$ cat config.mk
export PLATFORM = sky130hd
export DESIGN_NAME = regfile_mp
export DESIGN_NICKNAME = d
export VERILOG_FILES = /design/src/rtl/rv_pkg.sv /design/src/rtl/regfile_scoreboard.sv /design/src/rtl/regfile_mp.sv
export SDC_FILE = /design/constraint.sdc
export NUM_CORES = 2
export LEC_CHECK = 0
export CORE_ASPECT_RATIO = 0.5
export CORE_MARGIN = 4
export CORE_UTILIZATION = 40
export CTS_CLUSTER_DIAMETER = 30
export DETAILED_ROUTE_END_ITERATION = 10
export GPL_ROUTABILITY_DRIVEN = 0
export PLACE_DENSITY_LB_ADDON = 0.25
export SYNTH_ARGS = -nofsm -noshare
export SYNTH_HDL_FRONTEND = slang
export SYNTH_SLANG_ARGS = --single-unit
$ cat constraint.sdc
create_clock -name clk -period 6.6 [get_ports clk]
set_input_delay 1.65 -clock clk [delete_from_list [all_inputs] [get_ports clk]]
set_output_delay 1.65 -clock clk [all_outputs]
set_load 0.02 [all_outputs]
$ cat src/rtl/rv_pkg.sv
// Shared constants and types for the integer register file.
package rv_pkg;

  localparam int XLEN_DEFAULT  = 32;
  localparam int NREGS_DEFAULT = 32;
  localparam int REG_ZERO      = 0;
  localparam int REG_A0        = 10;

  typedef logic [$clog2(NREGS_DEFAULT)-1:0] reg_addr_t;

endpackage

$ cat src/rtl/regfile_scoreboard.sv
// Per-register busy scoreboard: set on issue, clear on writeback, set wins.
// busy[0] is never set because x0 has no producer to wait for.
module regfile_scoreboard
  import rv_pkg::*;
#(
  parameter int NREGS = NREGS_DEFAULT,
  parameter int NRD   = 2,
  parameter int NWR   = 1,
  parameter int AW    = $clog2(NREGS)
) (
  input  logic              clk,
  input  logic              rst_n,
  input  logic [NRD*AW-1:0] rd_addr,
  output logic [NRD-1:0]    rd_busy,
  input  logic [NWR*AW-1:0] wr_addr,
  input  logic [NWR-1:0]    wb_clr,
  input  logic              iss_valid,
  input  logic [AW-1:0]     iss_rd
);

  localparam logic [NREGS-1:0] ONE_HOT0 = {{(NREGS-1){1'b0}}, 1'b1};

  logic [NREGS-1:0] busy_q;
  logic [NREGS-1:0] busy_d;
  logic [NREGS-1:0] clr_mask_s;
  logic [NREGS-1:0] set_mask_s;

  // Build clear/set masks; set is applied after clear so a new producer wins.
  always_comb begin
    clr_mask_s = {NREGS{1'b0}};
    for (int j = 0; j < NWR; j++) begin
      clr_mask_s = clr_mask_s | ({{(NREGS-1){1'b0}}, wb_clr[j]} << wr_addr[j*AW +: AW]);
    end
    set_mask_s = {{(NREGS-1){1'b0}}, iss_valid} << iss_rd;
    busy_d     = ((busy_q & ~clr_mask_s) | set_mask_s) & ~ONE_HOT0;
  end

  // Busy vector register, cleared by reset.
  always_ff @(posedge clk or negedge rst_n) begin
    if (!rst_n) begin
      busy_q <= {NREGS{1'b0}};
    end else begin
      busy_q <= busy_d;
    end
  end

  // Registered busy lookup per read port (no same-cycle clear forwarding).
  for (genvar i = 0; i < NRD; i++) begin : g_rd_busy
    assign rd_busy[i] = busy_q[rd_addr[i*AW +: AW]];
  end

endmodule

$ cat src/rtl/regfile_mp.sv
// Multi-port integer register file with hardwired-zero x0, optional
// write-to-read bypass, reset-cleared array and a busy scoreboard.
module regfile_mp
  import rv_pkg::*;
#(
  parameter int XLEN   = XLEN_DEFAULT,
  parameter int NREGS  = NREGS_DEFAULT,
  parameter int NRD    = 2,
  parameter int NWR    = 1,
  parameter int BYPASS = 1,
  localparam int AW    = $clog2(NREGS)
) (
  input  logic                clk,
  input  logic                rst_n,
  input  logic [NRD*AW-1:0]   rd_addr,
  output logic [NRD*XLEN-1:0] rd_data,
  output logic [NRD-1:0]      rd_busy,
  input  logic [NWR-1:0]      wr_en,
  input  logic [NWR*AW-1:0]   wr_addr,
  input  logic [NWR*XLEN-1:0] wr_data,
  input  logic                iss_valid,
  input  logic [AW-1:0]       iss_rd,
  input  logic [NWR-1:0]      wb_clr,
  output logic [XLEN-1:0]     a0
);

  localparam logic [AW-1:0] ADDR_ZERO = AW'(REG_ZERO);

  logic [XLEN-1:0] regs_q [NREGS];
  logic [XLEN-1:0] regs_d [NREGS];

  logic [AW-1:0]   rd_addr_s [NRD];
  logic [XLEN-1:0] rd_val_s  [NRD];
  logic [AW-1:0]   wr_addr_s [NWR];
  logic [XLEN-1:0] wr_data_s [NWR];

  for (genvar i = 0; i < NRD; i++) begin : g_rd_unpack
    assign rd_addr_s[i]               = rd_addr[i*AW +: AW];
    assign rd_data[i*XLEN +: XLEN]    = rd_val_s[i];
  end

  for (genvar j = 0; j < NWR; j++) begin : g_wr_unpack
    assign wr_addr_s[j] = wr_addr[j*AW +: AW];
    assign wr_data_s[j] = wr_data[j*XLEN +: XLEN];
  end

  // Next array state: later write ports override earlier ones; x0 stays zero.
  always_comb begin
    for (int r = 0; r < NREGS; r++) begin
      regs_d[r] = regs_q[r];
      for (int j = 0; j < NWR; j++) begin
        regs_d[r] = (wr_en[j] && (wr_addr_s[j] == AW'(r))) ? wr_data_s[j] : regs_d[r];
      end
    end
    regs_d[REG_ZERO] = {XLEN{1'b0}};
  end

  // Register array; reset branch clears every entry so it maps to flops.
  always_ff @(posedge clk or negedge rst_n) begin
    if (!rst_n) begin
      for (int r = 0; r < NREGS; r++) begin
        regs_q[r] <= {XLEN{1'b0}};
      end
    end else begin
      regs_q <= regs_d;
    end
  end

  // Combinational read with optional same-cycle forwarding of pending writes.
  always_comb begin
    for (int i = 0; i < NRD; i++) begin
      rd_val_s[i] = regs_q[rd_addr_s[i]];
      for (int j = 0; j < NWR; j++) begin
        rd_val_s[i] = ((BYPASS != 0) && wr_en[j] && (wr_addr_s[j] != ADDR_ZERO) &&
                       (wr_addr_s[j] == rd_addr_s[i])) ? wr_data_s[j] : rd_val_s[i];
      end
      rd_val_s[i] = (rd_addr_s[i] == ADDR_ZERO) ? {XLEN{1'b0}} : rd_val_s[i];
    end
  end

  // a0 exposes the stored value of x10 only, never the bypass path.
  if (NREGS > REG_A0) begin : g_a0
    assign a0 = regs_q[REG_A0];
  end else begin : g_no_a0
    assign a0 = {XLEN{1'b0}};
  end

  regfile_scoreboard #(
    .NREGS (NREGS),
    .NRD   (NRD),
    .NWR   (NWR),
    .AW    (AW)
  ) u_scoreboard (
    .clk       (clk),
    .rst_n     (rst_n),
    .rd_addr   (rd_addr),
    .rd_busy   (rd_busy),
    .wr_addr   (wr_addr),
    .wb_clr    (wb_clr),
    .iss_valid (iss_valid),
    .iss_rd    (iss_rd)
  );

endmodule

# == After elaboration in Yosys (flattened, before gate mapping) ==
# Index checks and enable logic that the tools add are counted.
# word_totals
mem_bits_ro,0
memories,0
wordCells,127
out_inout_bits,98
regBits,1023
latchBits,0
input_bits,57
ram_bits,0
# classes
div_mod_pow,0
n_lt_le_gt_ge,4
eq_ne,33
n_addsub,0
bitwise,5
shifts,2
n_mux,14
n_mul,0
n_reduce_logical,37
# ops
cell,n
$bmux W32 S5,2
$mux W32,8
$eq A5 B5 Y1 const B,16
$shl A1 B5 Y32,2
$eq A5 B4 Y1 const B,8
$logic_and A1 B1 Y1,34
$and A32 B32 Y32,1
$not A32 Y32,1
$or A32 B32 Y32,1
$eq A5 B3 Y1 const B,4
$ge A6 B6 Y1 const B,2
$lt A5 B6 Y1 const B,2
$not A5 Y6,2
$bmux W1 S5,2
$eq A5 B2 Y1 const B,2
$eq A5 B5 Y1,2
$logic_not A5 Y1,2
$eq A5 B1 Y1 const B,1
$reduce_bool A5 Y1,1
$mux W1,2

# == Logic depth before layout (Yosys ltp) ==
# depth
ltp_word,6
mapped_depth,10
mapped_depth_nobuf,5

# == By module ==
# A second synthesis with hierarchy kept.
# unflattened
hier_cells,3830
area_unflattened_um2,55399.4
# by_module_without_submodules
mod,cells_each,area_each_um2,n_inst,seq_area_each_um2
regfile_mp,3631,53495.1,1,24823.8
regfile_scoreboard,199,1904.3,1,775.7

# == Least setup slack after synthesis ==
# OpenSTA, ideal clock, no wires.
# synth_path
path_type,in2out
startpoint,in wr_addr[1]
endpoint,out rd_data[0]
setup_slack_ns,1.017
required_ns,4.950
stages,7
path_buffers,2
arrival_time_ns,3.933
cell_sequence,clkbuf_1 or4_1 o21ai_2 or3_1 buf_4 nor2_1 a2111oi_0
# synth_between
elab_chain_cells,5
word_cells_on_any_way,6
classes_between,1 x eq/ne; 2 x mux; 3 x reduce/logical
# synth_lines
item,line,source
"start, declared",regfile_mp.sv:19,"input logic [NWR*AW-1:0] wr_addr,"
$reduce_bool A5 Y1,regfile_mp.sv:74,rd_val_s[i] = ((BYPASS != 0) && wr_en[j] && (wr_addr_s[j] != ADDR_ZERO) &&
$logic_and A1 B1 Y1,regfile_mp.sv:74,
$logic_and A1 B1 Y1 *,regfile_mp.sv:74,
$mux W32 *,regfile_mp.sv:75,(wr_addr_s[j] == rd_addr_s[i])) ? wr_data_s[j] : rd_val_s[i];
$mux W32 *,regfile_mp.sv:77,rd_val_s[i] = (rd_addr_s[i] == ADDR_ZERO) ? {XLEN{1'b0}} : rd_val_s[i];
"end, declared",regfile_mp.sv:16,"output logic [NRD*XLEN-1:0] rd_data,"
# Mark *: on every way between the ends. The rest lies on a longest branch, timed or not.

# == Worst setup path after layout ==
# layout_path
startpoint,in rd_addr[0]
endpoint,out rd_data[31]
# layout_between
elab_chain_cells,6
word_cells_on_any_way,9
classes_between,1 x eq/ne; 5 x mux; 1 x bitwise; 2 x reduce/logical
# layout_lines
item,line,source
"start, declared",regfile_mp.sv:15,"input logic [NRD*AW-1:0] rd_addr,"
$not A5 Y6 (not written as such),regfile_mp.sv:72,rd_val_s[i] = regs_q[rd_addr_s[i]];
$bmux W32 S5,regfile_mp.sv:72,
$mux W32 (not written as such) (2 in a row),regfile_mp.sv:72,
$mux W32,regfile_mp.sv:75,
$mux W32 *,regfile_mp.sv:77,
# Mark *: on every way between the ends. The rest lies on a longest branch, timed or not. The select of a mux whose other input is x is not followed.

==> flow_metrics.env <==
export IMPL_crit_type="in2out"
export IMPL_layout_setup_ws_ns=0.05140
export IMPL_place_area_um2=60130
export IMPL_cts_buffers=166
export IMPL_start_util_pct=40.48
export IMPL_syn_avg_cell_area_um2=14.41
export IMPL_syn_to_final_growth_pct=18.42
export IMPL_grt_max_degree=158
export IMPL_whs_ns=0.5131
export IMPL_yosysTopAreaCellShare_pct=45.86
export IMPL_postCtsSetupBuffers=0
export IMPL_status="completed"
export IMPL_drtIter0Drc=3906
export IMPL_track_usage_pct=26.83
export IMPL_skew_ns=0
export IMPL_peakVddDrop_mv=0.2118
export IMPL_synthArstFlopShare_pct=100.0
export IMPL_io_pins=155
export IMPL_fmax_ghz=0.1527
export IMPL_yosys_top_cells_area="dfrtp_1 46%, mux4_2 19%, mux2_2 19%"
export IMPL_core_area_um2=137900
export IMPL_power_mw=22.09
export IMPL_setup_tns_ns=0
export IMPL_startpoint_type="primary input"
export IMPL_firstDrtPassIters=7
export IMPL_slew_viol_final=0
export IMPL_clkTransAtPathRegs_ns=0.05
export IMPL_fp_dieW_um=536.3
export IMPL_endpoint_kind="output pin"
export IMPL_crit_arrival_ns=4.90
export IMPL_grt_util_met2_pct=41.91
export IMPL_cap_violations=0
export IMPL_grt_antenna_before_repair=7
export IMPL_worstHoldPathType="reg2reg"
export IMPL_fp_row_count=96
export IMPL_synth_seq_area_share_pct=45.86
export IMPL_antenna_cells=0
export IMPL_clockBufferDepth=3
export IMPL_grt_pass1_wl_um=285100
export IMPL_synthDistinctLibCells=51
export IMPL_met3_usage_pct=6.250
export IMPL_busiest_layer="met2"
export IMPL_htreeDepth=4
export IMPL_worstMarginPinSlew_ns=1.352
export IMPL_portBuffers=154
export IMPL_grt_use_met1_pct=36.11
export IMPL_postCtsHoldBufs=0
export IMPL_crit_fanout=45
export IMPL_synthTopCellsByCount="1023 x dfrtp_1, 959 x mux2_2, 481 x mux4_2"
export IMPL_power_per_cell_area_nw_per_um2=334.2
export IMPL_synth_enable_flop_cells=0
export IMPL_grt_pass1_vias=39826
export IMPL_yosysWarningCount=0
export IMPL_syn_area_um2=55820
export IMPL_cts_resized=2
export IMPL_vias=38209
export IMPL_ys_ff_latch=1023
export IMPL_power_leakage_nw=28.08
export IMPL_yosysTopAreaCell="dfrtp_1"
export IMPL_dp_hpwl_um=118300
export IMPL_clk_latency_ns=0.76
export IMPL_setup_violations=0
export IMPL_synth_flop_cell="dfrtp_1"
export IMPL_critPathSlowestCell="nor2b_2"
export IMPL_root_buffer="clkbuf_16"
export IMPL_viasPerCell=6.371
export IMPL_period_share_pct=99.22
export IMPL_dp_slack_ns=-0.04461
export IMPL_die_h_um=272.1
export IMPL_cts_tree="done"
export IMPL_ant_nets=0
export IMPL_crit_chain="buf_8, nor2b_2, a221oi_1, nor3_1, a221oi_1, a2111oi_0, clkdlybuf4s50_1"
export IMPL_drc=0
export IMPL_synthCells=3874
export IMPL_wl_um=195900
export IMPL_yosysMostFrequentCell="dfrtp_1"
export IMPL_period_minus_slack_ns=6.549
export IMPL_fp_dieArea_um2=145900
export IMPL_post_route_cell_area_um2=66090
export IMPL_cts_sinks=1023
export IMPL_worstPathRequired_ns=4.95
export IMPL_routedWlPerCell_um=32.66
export IMPL_rsz0062_at_grt="false"
export IMPL_drive_above_1_share_pct=50.35
export IMPL_relSlewSlack_pct=9.573
export IMPL_overflow=0
export IMPL_syn_nets=3931
export IMPL_nets=4055
export IMPL_slowest_delay_ns=0.95
export IMPL_hold_violations=0
export IMPL_cpMostUsedCell="a221oi_1"
path summary, 6_finish.rpt:
| path | startpoint | endpoint | slack, ns | depth (start not counted) |
|---|---|---|---|---|
| worst max-delay path | rd_addr[0] | rd_data[31] | 0.05 | 7 |
| worst min-delay path | regs_q[741] | regs_q[741] | 0.51 | 1 |
| worst max register to register | a0[20] | a0[20] | 5.63 | 1 |
| worst min register to register | regs_q[741] | regs_q[741] | 0.51 | 1 |
| max in group asynchronous | rst_n | regs_q[250] | 4.28 | 2 |
| min in group asynchronous | rst_n | regs_q[34] | 0.85 | 1 |
area by class of cell:
class / count / area, µm²
Clock buffer: 201 / 4623
Clock inverter: 104 / 1341
Fill cell: 11888 / 71800
Inverter: 3 / 11.26
Multi-Input combinational cell: 2406 / 28270
Sequential cell: 1023 / 25600
Tap cell: 1862 / 2330
Timing Repair Buffer: 398 / 3918
cells by family (layout without fill, tap and decap cells):
family / count (synthesis) / after routing / share of synthesized area (%)
AO/OA/AOI/OAI: 327 / 327 / 4.575
buffers and inverters: 445 / 706 / 3.838
flip-flops: 1023 / 1023 / 45.86
multiplexers: 1602 / 1602 / 41.89
AND/OR/NAND/NOR: 467 / 467 / 3.679
XOR/XNOR: 10 / 10 / 0.1569
registers in the layout (all words and copies together) (netlist names):
register	cells
a0	32
regs_q	960
u_scoreboard.busy_q	31
cells in the final DEF, fill, tap and decap left out, types with 61 or more instances in the layout:
cell	instances
dfrtp_1	1023
mux2_2	959
mux4_2	481
buf_4	214
clkbuf_16	172
nor2_1	171
clkdlybuf4s50_1	126
nand2_1	114
mux2_1	101
o21ai_0	80
mux2i_1	61
metal layers:
layer / wire (µm) / vias up
li1: - / 15210
met1: 80520 / 20721
met2: 90630 / 1806
met3: 16070 / 468
met4: 8646 / 4
met5: 18 / -
critical path, delay by kind of cell:
kind                   cells  cell delay [ns]
AO/OA/AOI/OAI              3             1.07
AND/OR/NAND/NOR            2             1.13
buffers and inverters      2             0.98
where the power goes:
group	leakage, nW	internal [mW]	switching (mW)	total [mW]
sequential	13.1	7.52	0.949	8.47
clock	2.90	5.96	3.34	9.30
combinational	12.1	2.52	1.79	4.31
stage by stage:
step	cells	util [%]
6_report	5997	47.93
5_1_grt	5997	47.93
4_1_cts	5997	47.93
3_5_place_dp	5692	43.60
3_3_place_gp	5690	43.59
2_1_floorplan	3874	-
(Power assumes the default switching activity.)
